File: src/rtl/cnn_pkg.sv
// Shared CNN datapath definitions: default widths and the MAC sequencer state type.
package cnn_pkg;

  localparam int unsigned DEF_DATA_W = 16;
  localparam int unsigned DEF_ACC_W  = 31;
  localparam int unsigned DEF_LEN_W  = 8;

  typedef enum logic [1:0] {
    StIdle,
    StRun,
    StDrain,
    StOut
  } seq_state_t;

endpackage

File: src/rtl/pe_mac_sequencer_if.sv
// Bundle of the sequencer's job, operand-memory, PE and result signals.
// master: the sequencer side; slave: controller / memory / PE / consumer side.
interface pe_mac_sequencer_if #(
  parameter int unsigned DATA_W = cnn_pkg::DEF_DATA_W,
  parameter int unsigned ACC_W  = cnn_pkg::DEF_ACC_W,
  parameter int unsigned LEN_W  = cnn_pkg::DEF_LEN_W
);

  // Job control
  logic              start;
  logic [LEN_W-1:0]  len;
  logic              busy;
  // Operand memory
  logic              rd_en;
  logic [LEN_W-1:0]  rd_addr;
  logic [DATA_W-1:0] rd_data_a;
  logic [DATA_W-1:0] rd_data_b;
  // Processing element
  logic [DATA_W-1:0] pe_input1;
  logic [DATA_W-1:0] pe_input2;
  logic [ACC_W-1:0]  pe_initsum;
  logic [ACC_W-1:0]  pe_result;
  // Result stream
  logic              out_valid;
  logic [ACC_W-1:0]  out_data;
  logic              out_ready;

  modport master (
    input  start, len, rd_data_a, rd_data_b, pe_result, out_ready,
    output busy, rd_en, rd_addr, pe_input1, pe_input2, pe_initsum, out_valid, out_data
  );

  modport slave (
    output start, len, rd_data_a, rd_data_b, pe_result, out_ready,
    input  busy, rd_en, rd_addr, pe_input1, pe_input2, pe_initsum, out_valid, out_data
  );

endinterface

File: src/rtl/pe_mac_sequencer.sv
// Drives an external PE through an N-term dot product: reads operand pairs from a
// 1-cycle-latency memory, loops each product back through pe_initsum, and offers the
// final sum on a valid/ready output.
// Optional feature macro: PE_MAC_SEQ_RELU_EN (clamp negative results to zero at output).
module pe_mac_sequencer
  import cnn_pkg::*;
#(
  parameter int unsigned DATA_W = DEF_DATA_W,
  parameter int unsigned ACC_W  = DEF_ACC_W,
  parameter int unsigned LEN_W  = DEF_LEN_W
) (
  input logic                clk,
  input logic                rst_n,
  pe_mac_sequencer_if.master bus
);

  seq_state_t        r_state;
  seq_state_t        w_state_next;
  logic [LEN_W-1:0]  r_len;
  logic [LEN_W-1:0]  r_cnt;
  logic              r_v;
  logic [ACC_W-1:0]  r_acc;

  logic              w_rd_en;
  logic              w_last;
  logic              w_accept;
  logic [DATA_W-1:0] w_op_a;
  logic [DATA_W-1:0] w_op_b;
  logic [ACC_W-1:0]  w_out_data;

  assign w_accept = (r_state == StIdle) && bus.start;
  // Last read of the job is the one issuing index N-1
  assign w_last   = (r_cnt == r_len - LEN_W'(1));

  // State register
  always_ff @(posedge clk or negedge rst_n) begin
    if (!rst_n) begin
      r_state <= StIdle;
    end else begin
      r_state <= w_state_next;
    end
  end

  // Next-state decode
  always_comb begin
    w_state_next = r_state;
    case (r_state)
      StIdle: begin
        if (bus.start) begin
          w_state_next = (bus.len == '0) ? StOut : StRun;
        end
      end
      StRun: begin
        if (w_last) begin
          w_state_next = StDrain;
        end
      end
      StDrain: begin
        w_state_next = StOut;
      end
      StOut: begin
        if (bus.out_ready) begin
          w_state_next = StIdle;
        end
      end
      default: begin
        w_state_next = StIdle;
      end
    endcase
  end

  // Job length, address counter, data-valid pipe bit and accumulator
  always_ff @(posedge clk or negedge rst_n) begin
    if (!rst_n) begin
      r_len <= '0;
      r_cnt <= '0;
      r_v   <= 1'b0;
      r_acc <= '0;
    end else begin
      r_v <= w_rd_en;
      if (w_accept) begin
        r_len <= bus.len;
        r_cnt <= '0;
        r_acc <= '0;
      end else begin
        if (w_rd_en) begin
          r_cnt <= r_cnt + LEN_W'(1);
        end
        // PE already wraps mod 2^ACC_W; take its result verbatim
        if (r_v) begin
          r_acc <= bus.pe_result;
        end
      end
    end
  end

  // Result shaping; the internal accumulator is never modified here
  always_comb begin
`ifdef PE_MAC_SEQ_RELU_EN
    w_out_data = r_acc[ACC_W-1] ? '0 : r_acc;
`else
    w_out_data = r_acc;
`endif
  end

  // Outputs decoded from state and the data-valid bit; everything idles at zero
  always_comb begin
    w_rd_en        = (r_state == StRun);
    w_op_a         = r_v ? bus.rd_data_a : '0;
    w_op_b         = r_v ? bus.rd_data_b : '0;
    bus.busy       = (r_state != StIdle);
    bus.rd_en      = w_rd_en;
    bus.rd_addr    = w_rd_en ? r_cnt : '0;
    bus.pe_input1  = w_op_a;
    bus.pe_input2  = w_op_b;
    bus.pe_initsum = r_v ? r_acc : '0;
    bus.out_valid  = (r_state == StOut);
    bus.out_data   = (r_state == StOut) ? w_out_data : '0;
  end

endmodule

File: src/flat_wrapper.sv
// flat-port wrapper written by rule: the top's interface ports become plain ports
module pe_mac_sequencer_flat import cnn_pkg::*;
#(
  parameter int unsigned DATA_W = DEF_DATA_W,
  parameter int unsigned ACC_W  = DEF_ACC_W,
  parameter int unsigned LEN_W  = DEF_LEN_W
)
  (clk, rst_n, bus_start, bus_len, bus_rd_data_a, bus_rd_data_b, bus_pe_result, bus_out_ready, bus_busy, bus_rd_en, bus_rd_addr, bus_pe_input1, bus_pe_input2, bus_pe_initsum, bus_out_valid, bus_out_data);
  pe_mac_sequencer_if #(.DATA_W(DATA_W), .ACC_W(ACC_W), .LEN_W(LEN_W)) bus_i ();
  input logic clk;
  input logic rst_n;
  input wire logic [$bits(bus_i.start)-1:0] bus_start;
  input wire logic [$bits(bus_i.len)-1:0] bus_len;
  input wire logic [$bits(bus_i.rd_data_a)-1:0] bus_rd_data_a;
  input wire logic [$bits(bus_i.rd_data_b)-1:0] bus_rd_data_b;
  input wire logic [$bits(bus_i.pe_result)-1:0] bus_pe_result;
  input wire logic [$bits(bus_i.out_ready)-1:0] bus_out_ready;
  output wire logic [$bits(bus_i.busy)-1:0] bus_busy;
  output wire logic [$bits(bus_i.rd_en)-1:0] bus_rd_en;
  output wire logic [$bits(bus_i.rd_addr)-1:0] bus_rd_addr;
  output wire logic [$bits(bus_i.pe_input1)-1:0] bus_pe_input1;
  output wire logic [$bits(bus_i.pe_input2)-1:0] bus_pe_input2;
  output wire logic [$bits(bus_i.pe_initsum)-1:0] bus_pe_initsum;
  output wire logic [$bits(bus_i.out_valid)-1:0] bus_out_valid;
  output wire logic [$bits(bus_i.out_data)-1:0] bus_out_data;
  assign bus_i.start = bus_start;
  assign bus_i.len = bus_len;
  assign bus_i.rd_data_a = bus_rd_data_a;
  assign bus_i.rd_data_b = bus_rd_data_b;
  assign bus_i.pe_result = bus_pe_result;
  assign bus_i.out_ready = bus_out_ready;
  assign bus_busy = bus_i.busy;
  assign bus_rd_en = bus_i.rd_en;
  assign bus_rd_addr = bus_i.rd_addr;
  assign bus_pe_input1 = bus_i.pe_input1;
  assign bus_pe_input2 = bus_i.pe_input2;
  assign bus_pe_initsum = bus_i.pe_initsum;
  assign bus_out_valid = bus_i.out_valid;
  assign bus_out_data = bus_i.out_data;
  pe_mac_sequencer #(.DATA_W(DATA_W), .ACC_W(ACC_W), .LEN_W(LEN_W)) u_core (.clk(clk), .rst_n(rst_n), .bus(bus_i));
endmodule
File: config.mk
export PLATFORM = sky130hd
export DESIGN_NAME = pe_mac_sequencer_flat
export DESIGN_NICKNAME = d
export VERILOG_FILES = /design/src/rtl/cnn_pkg.sv /design/src/rtl/pe_mac_sequencer_if.sv /design/src/rtl/pe_mac_sequencer.sv /design/src/flat_wrapper.sv
export SDC_FILE = /design/constraint.sdc
export NUM_CORES = 1
export LEC_CHECK = 0
export CORE_AREA = 2 2 93 95
export DETAILED_ROUTE_END_ITERATION = 16
export DIE_AREA = 0 0 95 97
export PLACE_DENSITY_LB_ADDON = 0.3
export SYNTH_ARGS = -nofsm -noshare
export SYNTH_HDL_FRONTEND = slang
export SYNTH_SLANG_ARGS = --single-unit
File: constraint.sdc
create_clock -name clk -period 2.2 [get_ports clk]
set_input_delay 0.44 -clock clk [delete_from_list [all_inputs] [get_ports clk]]
set_output_delay 0.44 -clock clk [all_outputs]
set_load 0.02 [all_outputs]
# After elaboration in Yosys (flattened, before gate mapping)
# Cells that the tools add are included.
dict set report word_totals {
  register_bits 50
  input_bits 75
  out_inout_bits 105
  word_cells 35
}
dict set report op_classes {
  addsub 2
  eq_ne 7
  muxes 14
  reduce_logical 7
}
# operator n
set ops {}
lappend ops {{$mux 31} 4}
lappend ops {{$mux 16} 2}
lappend ops {{$mux 8} 3}
lappend ops {{$add 8x1->8 const B} 1}
lappend ops {{$eq 8x8->1} 1}
lappend ops {{$logic_not 8->1} 1}
lappend ops {{$mux 2} 4}
lappend ops {{$pmux 2 s4} 1}
lappend ops {{$sub 8x1->8 const B} 1}
lappend ops {{$ne 2x2->1 const B} 3}
lappend ops {{$reduce_bool 2->1} 3}
lappend ops {{$eq 2x2->1 const B} 2}
lappend ops {{$reduce_and 3->1} 1}
lappend ops {{$eq 2x1->1 const B} 1}
lappend ops {{$logic_not 2->1} 1}
lappend ops {{$logic_and 1x1->1} 1}

# Longest topological paths before layout
# Gate-level depths: netlist of the first run.
dict set report logic_depth {
  depth_word 4
  ltp_mapped 7
  mapped_depth_nobuf 7
}

# Worst setup path after synthesis of the first run
# No wires, ideal clock.
dict set report synth_path {
  kind {reg2out}
  from {register u_core.r_state[1]}
  to {output bus_rd_addr[7]}
  arrival_time_ps 1379
  t_required_ps 1760
  path_slack_ps 381
  path_stages_with_launch 5
  path_buffers 1
  cell_sequence {dfrtp_1 > inv_1 > ha_1 > clkbuf_1 > and2_1}
}
dict set report synth_via {
  elab_chain_len 2
}
# element line
set synth_rtl {}
lappend synth_rtl {{from (decl)} pe_mac_sequencer.sv:17} ;# seq_state_t r_state;
lappend synth_rtl {{from (signal assigned)} pe_mac_sequencer.sv:38} ;# r_state <= StIdle;
lappend synth_rtl {{from (signal assigned)} pe_mac_sequencer.sv:40} ;# r_state <= w_state_next;
lappend synth_rtl {{$eq 2x1->1} pe_mac_sequencer.sv:108} ;# w_rd_en = (r_state == StRun);
lappend synth_rtl {{via bus_rd_en} flat_wrapper.sv:19} ;# output wire logic [$bits(bus_i.rd_en)-1:0] bus_rd_en;
lappend synth_rtl {{$mux 8} pe_mac_sequencer.sv:113} ;# bus.rd_addr = w_rd_en ? r_cnt : '0;
lappend synth_rtl {{to (decl)} flat_wrapper.sv:20} ;# output wire logic [$bits(bus_i.rd_addr)-1:0] bus_rd_addr;
# The timed path passes the listed nets, and every way through them passes these cells.

# Worst setup path after layout of the first run
dict set report layout_path {
  from {register u_core.r_v}
  to {output bus_pe_initsum[16]}
}
dict set report layout_via {
  elab_chain_len 1
}
# element line
set layout_rtl {}
lappend layout_rtl {{from (decl)} pe_mac_sequencer.sv:21} ;# logic r_v;
lappend layout_rtl {{from (signal assigned)} pe_mac_sequencer.sv:80} ;# r_v <= w_rd_en;
lappend layout_rtl {{$mux 31} pe_mac_sequencer.sv:116} ;# bus.pe_initsum = r_v ? r_acc : '0;
lappend layout_rtl {{to (decl)} flat_wrapper.sv:23} ;# output wire logic [$bits(bus_i.pe_initsum)-1:0] bus_pe_initsum;
# No other way between the ends.

==> metrics.csv, run 1 <==
stage;metric;value;unit
routing;Total Wirelength;9.28;mm
routing;DRT Pass-1 Iters;5;
cts;CTS Root Cell;clkbuf_8;
sta;Fin Clk Skew;0.00488;ns
cts;clk_lat worst skew;0.30;ns
global_routing;total gr overflow;0;
sta;Tmin final;2.14;ns
cts;clk sinks;50;
sta;final setup violation count;0;
cells_and_area;commonest non-fill, non-tap cell in the layout;and2_1;
pwr;pwr/cell area;1060;nW/um2
cells_and_area;n_diodes;0;
place;PortBufs;179;
synth;count of state elements after synthesis;50;
place;Final Wtd Congestion;0.860;
cells_and_area;share of cells above drive strength 1;0.0614;
floorplanning;die width;95;um
floorplanning;Starting Density;0.373;
synth;Main synth FF type;dfrtp_1;
routing;Routed WL per cell;15.2;um
sta;final hold vios;0;
sta;post-route setup slack;0.0569;ns
routing;post-DR vias/cell;4.75;
synth;EDFF count, synth;0;
routing;# DRC;0;
global_routing;initial antenna violation count;0;
routing;Detail Route Antenna Nets;0;
floorplanning;Die ar.;9220;um2
floorplanning;Core Area;8130;um2
global_routing;largest net degree at the start of global routing;36;
synth;Synthesis Warnings;0;
cts;number of buffers created by CTS;5;
sta;Final period util;0.974;
sta;Max-slew headroom;0.652;
floorplanning;IO Count;180;
routing;Initial DRC Count;79;
synth;share of flip-flops with an asynchronous set or reset;1.00;
pwr;leakage;3.31;nW
cts;CTS Buffer Depth;2;
setup_path;critical setup path kind;flop to output port;
global_routing;gr usage total;0.193;
synth;Synth cell types;34;
routing;routed vias;2898;
cts;Hold-fix buffers, CTS;0;
floorplanning;num rows;33;
setup_path;CP Max Fanout;25;
sta;Fmax;467;MHz
cells_and_area;Final Core Density;0.639;
min_path;Hold WC Path Type;input pin to asynchronous set/reset pin;
job;Max-Cap Viols;0;
setup_path;crit start category;flop;
floorplanning;Die H;97;um
outcome;run status;completed;
synth;Syn Nets;410;
synth;sequential area share after synthesis;0.412;
setup_path;Critical Path AT;1.70;ns
cells_and_area;Area growth syn-to-layout;71.3;%
global_routing;first-pass GRT wire length;14.0;mm
place;post-placement worst setup slack;0.107;ns
sta;final slew viol count;0;
cells_and_area;Final nets;586;
setup_path;CP Capture Type;output port;
setup_path;Worst Path Required;1.76;ns
synth;Avg Cell Area, Syn;9.26;um2
sta;Least-Margin Pin Slew;0.523;ns
synth;synthesized instance count;328;
global_routing;vias in the first global route;2801;
cells_and_area;highest-count cells in the layout ignoring fill and taps;102 x and2_1, 77 x clkdlybuf4s50_1, 58 x dlymetal6s2s_1;
cts;clk slew on worst S/H paths;0.10;ns
pwr;Max IR drop VDD;0.000543;V
synth;synthesized cell area;3040;um2
place;post-DP HPWL;7.11;mm
cts;CTS tree;built;
cts;CTS H-tree lvls;2;
cts;Post-CTS Setup Bufs;0;
sta;RSZ-0062 raised after global routing;true;
==> logic make-up after synthesis <==
group                    share of synthesized area
XOR/XNOR                                    0.0404
AND/OR/NAND/NOR                              0.321
AO/OA/AOI/OAI                               0.0313
flip-flops                                   0.412
multiplexers                                 0.131
buffers and inverters                       0.0358
adder cells (fa/ha/maj)                     0.0288
==> per-layer routing <==
layer / up-vias / global-route usage / wire, um / part of all wire
met2: 100 / 0.356 / 4810 / 0.52
met4: 0 / 0.0513 / 147 / 0.016
met3: 10 / 0.0452 / 651 / 0.070
li1: 1407 / - / - / -
met1: 1381 / 0.217 / 3670 / 0.40
met5: - / 0 / 0 / 0
==> cell type report <==
class / instances / area, um2
flip-flops and latches: 50 / 1250
clock buffers: 5 / 68.8
fillers: 710 / 2930
inverters: 8 / 30.0
clock inverters: 3 / 28.8
well taps: 105 / 131
multi-input cells: 249 / 1680
repair buffers: 190 / 2010
==> worst paths after layout <==
path,start,cells past startpoint,slack (ns),to
setup / recovery,u_core.r_v,3,0.06,bus_pe_initsum[16]
hold / removal,rst_n,1,0.1,u_core.r_cnt[4]
setup reg to reg,u_core.r_len[0],5,0.26,u_core.r_state[1]
hold reg to reg,u_core.r_acc[25],2,0.54,u_core.r_acc[25]
max in group asynchronous,rst_n,2,1.57,u_core.r_acc[21]
min in group clk,u_core.r_acc[25],2,0.54,u_core.r_acc[25]
==> metrics by stage <==
step           power (mW)  hold slack, ns  cells  setup TNS, ns  area (um2)
3_3_place_gp         5.05           0.451    602              0        5000
5_1_grt              5.97           0.126    610        -0.0423        5200
3_5_place_dp         5.15           0.459    602              0        5000
6_report             5.53          0.0993    610              0        5200
4_1_cts              5.66           0.114    610              0        5060
2_1_floorplan        3.64           0.144    328              0        3040
==> critical path: stages (launching register included) <==
cell and delay (ns):
dfrtp_2 0.44, buf_6 0.22, and2_1 0.15, clkdlybuf4s50_1 0.59
==> flip-flops by register name (all words and copies together) (netlist names) <==
signal          count
u_core.r_state      2
u_core.r_cnt        8
u_core.r_len        8
u_core.r_v          1
u_core.r_acc       31
==> repair_timing <==
item                       in CTS  in global routing
pin swaps                       0                  0
setup endpoints to repair      75                 62
gates resized for setup        47                 58
==> report_power, final <==
part	switching (mW)	total, mW	internal (mW)
Combinational	1.70	3.30	1.61
Sequential	0.355	1.65	1.29
Clock	0.339	0.578	0.239
Total	2.39	5.53	3.14
==> cell usage after synthesis, drive strengths merged, types with 2 or more instances <==
cell | number | area share
a21oi | 2 | 0.0033
mux2 | 5 | 0.019
clkbuf | 19 | 0.023
ha | 7 | 0.029
nor3b | 2 | 0.0049
xnor2 | 8 | 0.023
buf | 2 | 0.0025
and2 | 103 | 0.21
nand2 | 8 | 0.0099
nor2 | 43 | 0.053
or3 | 2 | 0.0041
mux2i | 34 | 0.11
nor3 | 2 | 0.0033
xor2 | 6 | 0.017
inv | 8 | 0.0099
nand3 | 3 | 0.0049
nand2b | 3 | 0.0062
o21ai | 4 | 0.0066
nor4 | 3 | 0.0062
dfrtp | 50 | 0.41
Note: power is estimated with default switching activity, not from simulation.
==> inputs of run 2 (changes only) <==
Settings changed: CTS_BUF_LIST set to sky130_fd_sc_hd__clkbuf_16, GPL_TIMING_DRIVEN set to 0.
==> metrics.csv, run 2 (synthesized netlist as in run 1, its figures left out) <==
stage;metric;value;unit
setup_path;CP Capture Type;output port;
place;Final Wtd Congestion;0.845;
place;post-DP HPWL;7.66;mm
sta;final hold vios;0;
sta;Tmin final;2.14;ns
routing;Routed WL per cell;15.2;um
routing;DRT Pass-1 Iters;4;
global_routing;gr usage total;0.205;
routing;Initial DRC Count;78;
cells_and_area;Biggest register;u_core.r_acc;
setup_path;CP Max Fanout;10;
routing;routed vias;2908;
pwr;Max IR drop VDD;0.000550;V
cells_and_area;Area growth syn-to-layout;64.9;%
cts;number of buffers created by CTS;5;
floorplanning;Core Area;8130;um2
cells_and_area;Final Core Density;0.615;
min_path;Hold WC Path Type;input pin to asynchronous set/reset pin;
pwr;leakage;2.63;nW
cts;CTS H-tree lvls;2;
cells_and_area;highest-count cells in the layout ignoring fill and taps;103 x and2_1, 75 x clkdlybuf4s50_1, 70 x dlygate4sd2_1;
floorplanning;IO Count;180;
sta;Max-slew headroom;0.490;
cts;Hold-fix buffers, CTS;0;
cells_and_area;largest registers;u_core.r_acc x31, u_core.r_cnt x8, u_core.r_len x8;
routing;Total Wirelength;9.45;mm
cts;clk slew on worst S/H paths;0.07;ns
setup_path;critical setup path kind;flop to output port;
sta;Final period util;0.971;
sta;final setup violation count;0;
floorplanning;die width;95;um
cts;CTS Buffer Depth;2;
cts;Post-CTS Setup Bufs;0;
job;Max-Cap Viols;0;
floorplanning;Die ar.;9220;um2
global_routing;initial antenna violation count;0;
floorplanning;Starting Density;0.373;
sta;Fin Clk Skew;0.00962;ns
cells_and_area;share of cells above drive strength 1;0.105;
sta;Setup Total Neg Slack;0;ns
cells_and_area;Final nets;597;
sta;RSZ-0062 raised after global routing;true;
cts;clk_lat worst skew;0.28;ns
global_routing;total gr overflow;0;
cells_and_area;Fillers;740;
cells_and_area;commonest non-fill, non-tap cell in the layout;and2_1;
routing;post-DR vias/cell;4.68;
cells_and_area;Largest register FFs;31;
global_routing;largest net degree at the start of global routing;35;
sta;Least-Margin Pin Slew;0.765;ns
routing;# DRC;0;
setup_path;crit start category;flop;
global_routing;vias in the first global route;2874;
cells_and_area;n_diodes;0;
pwr;pwr/cell area;1120;nW/um2
cts;CTS Root Cell;clkbuf_16;
place;PortBufs;179;
sta;Fmax;468;MHz
outcome;run status;completed;
sta;final slew viol count;0;
setup_path;Worst Path Required;1.76;ns
routing;Detail Route Antenna Nets;0;
floorplanning;Die H;97;um
global_routing;first-pass GRT wire length;14.8;mm
setup_path;Critical Path AT;1.70;ns
cts;CTS tree;built;
pwr;total power;5.60;mW
floorplanning;num rows;33;
cts;clk sinks;50;
run 2: cell count changes in the layout (fill, tap and decap cells not counted), moves of 3 or more:
| cell | delta |
|---|---|
| clkbuf_16 | +5 |
| clkbuf_8 | -4 |
| clkdlybuf4s15_1 | +7 |
| clkbuf_2 | +28 |
| clkbuf_4 | +3 |
| buf_4 | -6 |
| dlygate4sd2_1 | +27 |
| dlymetal6s2s_1 | -52 |
| clkbuf_1 | +6 |
run 2: what timing repair did:
action	4_1_cts	5_1_grt
gates resized for setup	117	64
gates cloned	0	0
pin swaps	0	0
setup endpoints to repair	103	101
run 2: path summary, 6_finish.rpt:
| kind | startpoint | slack (ns) | depth (start not counted) | end |
|---|---|---|---|---|
| setup / recovery | u_core.r_state[1] | 0.06 | 5 | bus_rd_addr[0] |
| hold / removal | rst_n | 0.08 | 1 | u_core.r_cnt[3] |
| setup reg to reg | u_core.r_state[0] | 0.17 | 7 | u_core.r_acc[11] |
| hold reg to reg | u_core.r_len[7] | 0.53 | 1 | u_core.r_len[7] |
| max in group asynchronous | rst_n | 1.61 | 2 | u_core.r_acc[4] |
| min in group clk | u_core.r_len[7] | 0.53 | 1 | u_core.r_len[7] |
run 2: worst max-delay path: stages, from the launching register on:
cell and delay (ns):
dfrtp_1 0.44, inv_2 0.12, ha_4 0.18, clkbuf_4 0.20, and2_1 0.13, dlygate4sd2_1 0.33
run 2: through the flow:
step	cell area, um2	setup slack (ns)	hold slack (ns)	instances
after floorplan	3040	0.381	0.144	328
after global placement	4960	-0.798	0.511	612
after detailed placement	4970	-0.369	0.392	613
after CTS	5030	-0.180	0.0874	621
after global routing	5010	-0.0266	0.115	621
final	5010	0.0630	0.0794	621
run 2: where the power goes:
group          switching [mW]  total, mW  internal [mW]
sequential              0.345       1.64           1.30
clock                   0.317      0.728          0.412
combinational            1.77       3.23           1.46
total                    2.43       5.60           3.17
run 2: per-layer routing:
layer / share of wire / vias up / GRT usage
li1: - / 1430 / -
met1: 0.39 / 1363 / 0.235
met2: 0.53 / 105 / 0.384
met3: 0.068 / 10 / 0.0382
met4: 0.011 / 0 / 0.0468
met5: 0 / - / 0
run 2: layout make-up:
class | instances | area (um2) | share of cell area
buffer | 21 | 120 | 0.0240
clock buffer | 5 | 125 | 0.0250
timing repair buffer | 180 | 1630 | 0.326
sequential | 50 | 1250 | 0.250
inverter | 8 | 30.0 | 0.00600
multi-input combinational | 249 | 1700 | 0.340
tap | 105 | 131 | 0.0262
clock inverter | 3 | 12.5 | 0.00250
==> inputs of run 3 (changes only) <==
Settings changed: ABC_CLOCK_PERIOD_IN_PS set to 2200, PLACE_DENSITY set to 0.83, PLACE_DENSITY_LB_ADDON 0.3 to unset, TNS_END_PERCENT set to 30.
==> metrics.csv, run 3 (synthesized netlist as in run 1, its figures left out) <==
stage;metric;value;unit
outcome;run status;completed;
setup_path;critical setup path kind;flop to output port;
setup_path;crit path max-delay cell type;dfrtp_1;
cts;Hold-fix buffers, CTS;0;
cells_and_area;Biggest register;u_core.r_acc;
cts;Post-CTS Setup Bufs;0;
floorplanning;Die H;97;um
pwr;Max IR drop VDD;0.000643;V
setup_path;WP buf/inv;3;
setup_path;critical path's top delay family;buffers and inverters;
routing;Detail Route Antenna Nets;0;
cts;clk sinks;50;
setup_path;Worst Path Required;1.76;ns
pwr;total power;5.59;mW
cts;number of buffers created by CTS;5;
pwr;pwr/cell area;1120;nW/um2
sta;Tmin final;2.17;ns
sta;final setup violation count;0;
routing;post-DR vias/cell;4.65;
cells_and_area;commonest non-fill, non-tap cell in the layout;and2_1;
routing;Total Wirelength;9.02;mm
floorplanning;IO Count;180;
setup_path;CP cell instances;inv_1 -> ha_2 -> clkbuf_4 -> and2_1 -> clkdlybuf4s15_1;
routing;Routed WL per cell;14.5;um
sta;Fin Clk Skew;0.00651;ns
sta;Fmax;460;MHz
sta;Final period util;0.988;
cells_and_area;Final nets;597;
cells_and_area;highest-count cells in the layout ignoring fill and taps;103 x and2_1, 83 x dlygate4sd2_1, 76 x clkdlybuf4s50_1;
job;Max-Cap Viols;0;
global_routing;vias in the first global route;2849;
sta;final hold vios;0;
floorplanning;num rows;33;
floorplanning;Starting Density;0.373;
cells_and_area;largest registers;u_core.r_acc x31, u_core.r_cnt x8, u_core.r_len x8;
place;PortBufs;179;
floorplanning;Die ar.;9220;um2
floorplanning;die width;95;um
setup_path;R2R setup slack;0.19;ns
global_routing;initial antenna violation count;0;
place;post-DP HPWL;7.39;mm
cells_and_area;share of cells above drive strength 1;0.0911;
routing;# DRC;0;
global_routing;largest net degree at the start of global routing;37;
setup_path;CP Capture Type;output port;
min_path;Hold WC Path Type;input pin to asynchronous set/reset pin;
cts;CTS tree;built;
cts;CTS Buffer Depth;2;
cts;CTS Root Cell;clkbuf_16;
setup_path;crit start category;flop;
cells_and_area;Area growth syn-to-layout;65.0;%
cells_and_area;n_diodes;0;
place;placed cell count;613;
global_routing;gr usage total;0.194;
setup_path;Worst path max stage delay;0.41;ns
sta;final slew viol count;0;
cells_and_area;Finished Layout Cells;621;
routing;DRT Pass-1 Iters;4;
routing;routed vias;2889;
setup_path;Critical Path AT;1.73;ns
cts;clk slew on worst S/H paths;0.07;ns
global_routing;total gr overflow;0;
cts;CTS H-tree lvls;2;
sta;Least-Margin Pin Slew;0.750;ns
place;Final Wtd Congestion;0.850;
cells_and_area;Largest register FFs;31;
global_routing;first-pass GRT wire length;14.3;mm
routing;Initial DRC Count;82;
sta;RSZ-0062 raised after global routing;true;
floorplanning;Core Area;8130;um2
sta;Max-slew headroom;0.500;
cts;clk_lat worst skew;0.29;ns
setup_path;CP Max Fanout;10;
pwr;leakage;2.59;nW
[run 3: cell types whose count changed in the layout (fill, tap and decap cells not counted), moves of 3 or more]
cell             delta
dlygate4sd2_1      +13
clkbuf_2           -11
dlymetal6s2s_1      -5
clkdlybuf4s15_1     -3
[run 3: timing repair]
action,in CTS,in global routing
gates cloned,0,0
endpoints found under the setup margin,103,101
resized for setup,129,31
pin swaps,0,0
[run 3: area by class of cell]
| cell class | instances | area, um2 |
|---|---|---|
| Clock inverter | 3 | 28.8 |
| Inverter | 8 | 30.0 |
| Multi-Input combinational cell | 249 | 1680 |
| Tap cell | 105 | 131 |
| Timing Repair Buffer | 180 | 1650 |
| Buffer | 21 | 114 |
| Sequential cell | 50 | 1250 |
| Fill cell | 748 | 3120 |
| Clock buffer | 5 | 125 |
[run 3: layer usage]
metal  vias to the layer above  wire length (um)  GRT usage
met4                         0                96     0.0379
met5                         -                 0          0
li1                       1431                 -          -
met3                        10               572     0.0374
met2                        93              4570      0.350
met1                      1355              3780      0.236
[run 3: stage by stage]
step / instance area, um2 / setup TNS (ns) / util / setup WS, ns / hold slack, ns
floorplan: 3040 / 0 / - / 0.381 / 0.144
global placement: 4960 / -62.08 / 0.610 / -0.753 / 0.511
detailed placement: 4970 / -24.17 / 0.612 / -0.379 / 0.388
CTS: 5050 / 0 / 0.620 / 0.00610 / 0.0724
global route: 5010 / -0.132 / 0.616 / -0.0650 / 0.0912
finish: 5010 / 0 / 0.616 / 0.0267 / 0.0653
[run 3: power breakdown]
group,leakage [nW],switching (mW),internal [mW]
Combinational,1.88,1.74,1.44
Sequential,0.636,0.323,1.30
Clock,0.0763,0.358,0.436
Total,2.59,2.42,3.17
[run 3: path summary, 6_finish.rpt]
path                                    from                to  cells after the start
max in group asynchronous              rst_n   u_core.r_acc[5]                      2
min in group clk             u_core.r_acc[5]   u_core.r_acc[5]                      2
min reg2reg                  u_core.r_acc[5]   u_core.r_acc[5]                      2
max                        u_core.r_state[1]    bus_rd_addr[6]                      5
max reg2reg                u_core.r_state[0]  u_core.r_acc[24]                      7
min                                    rst_n  u_core.r_acc[25]                      1
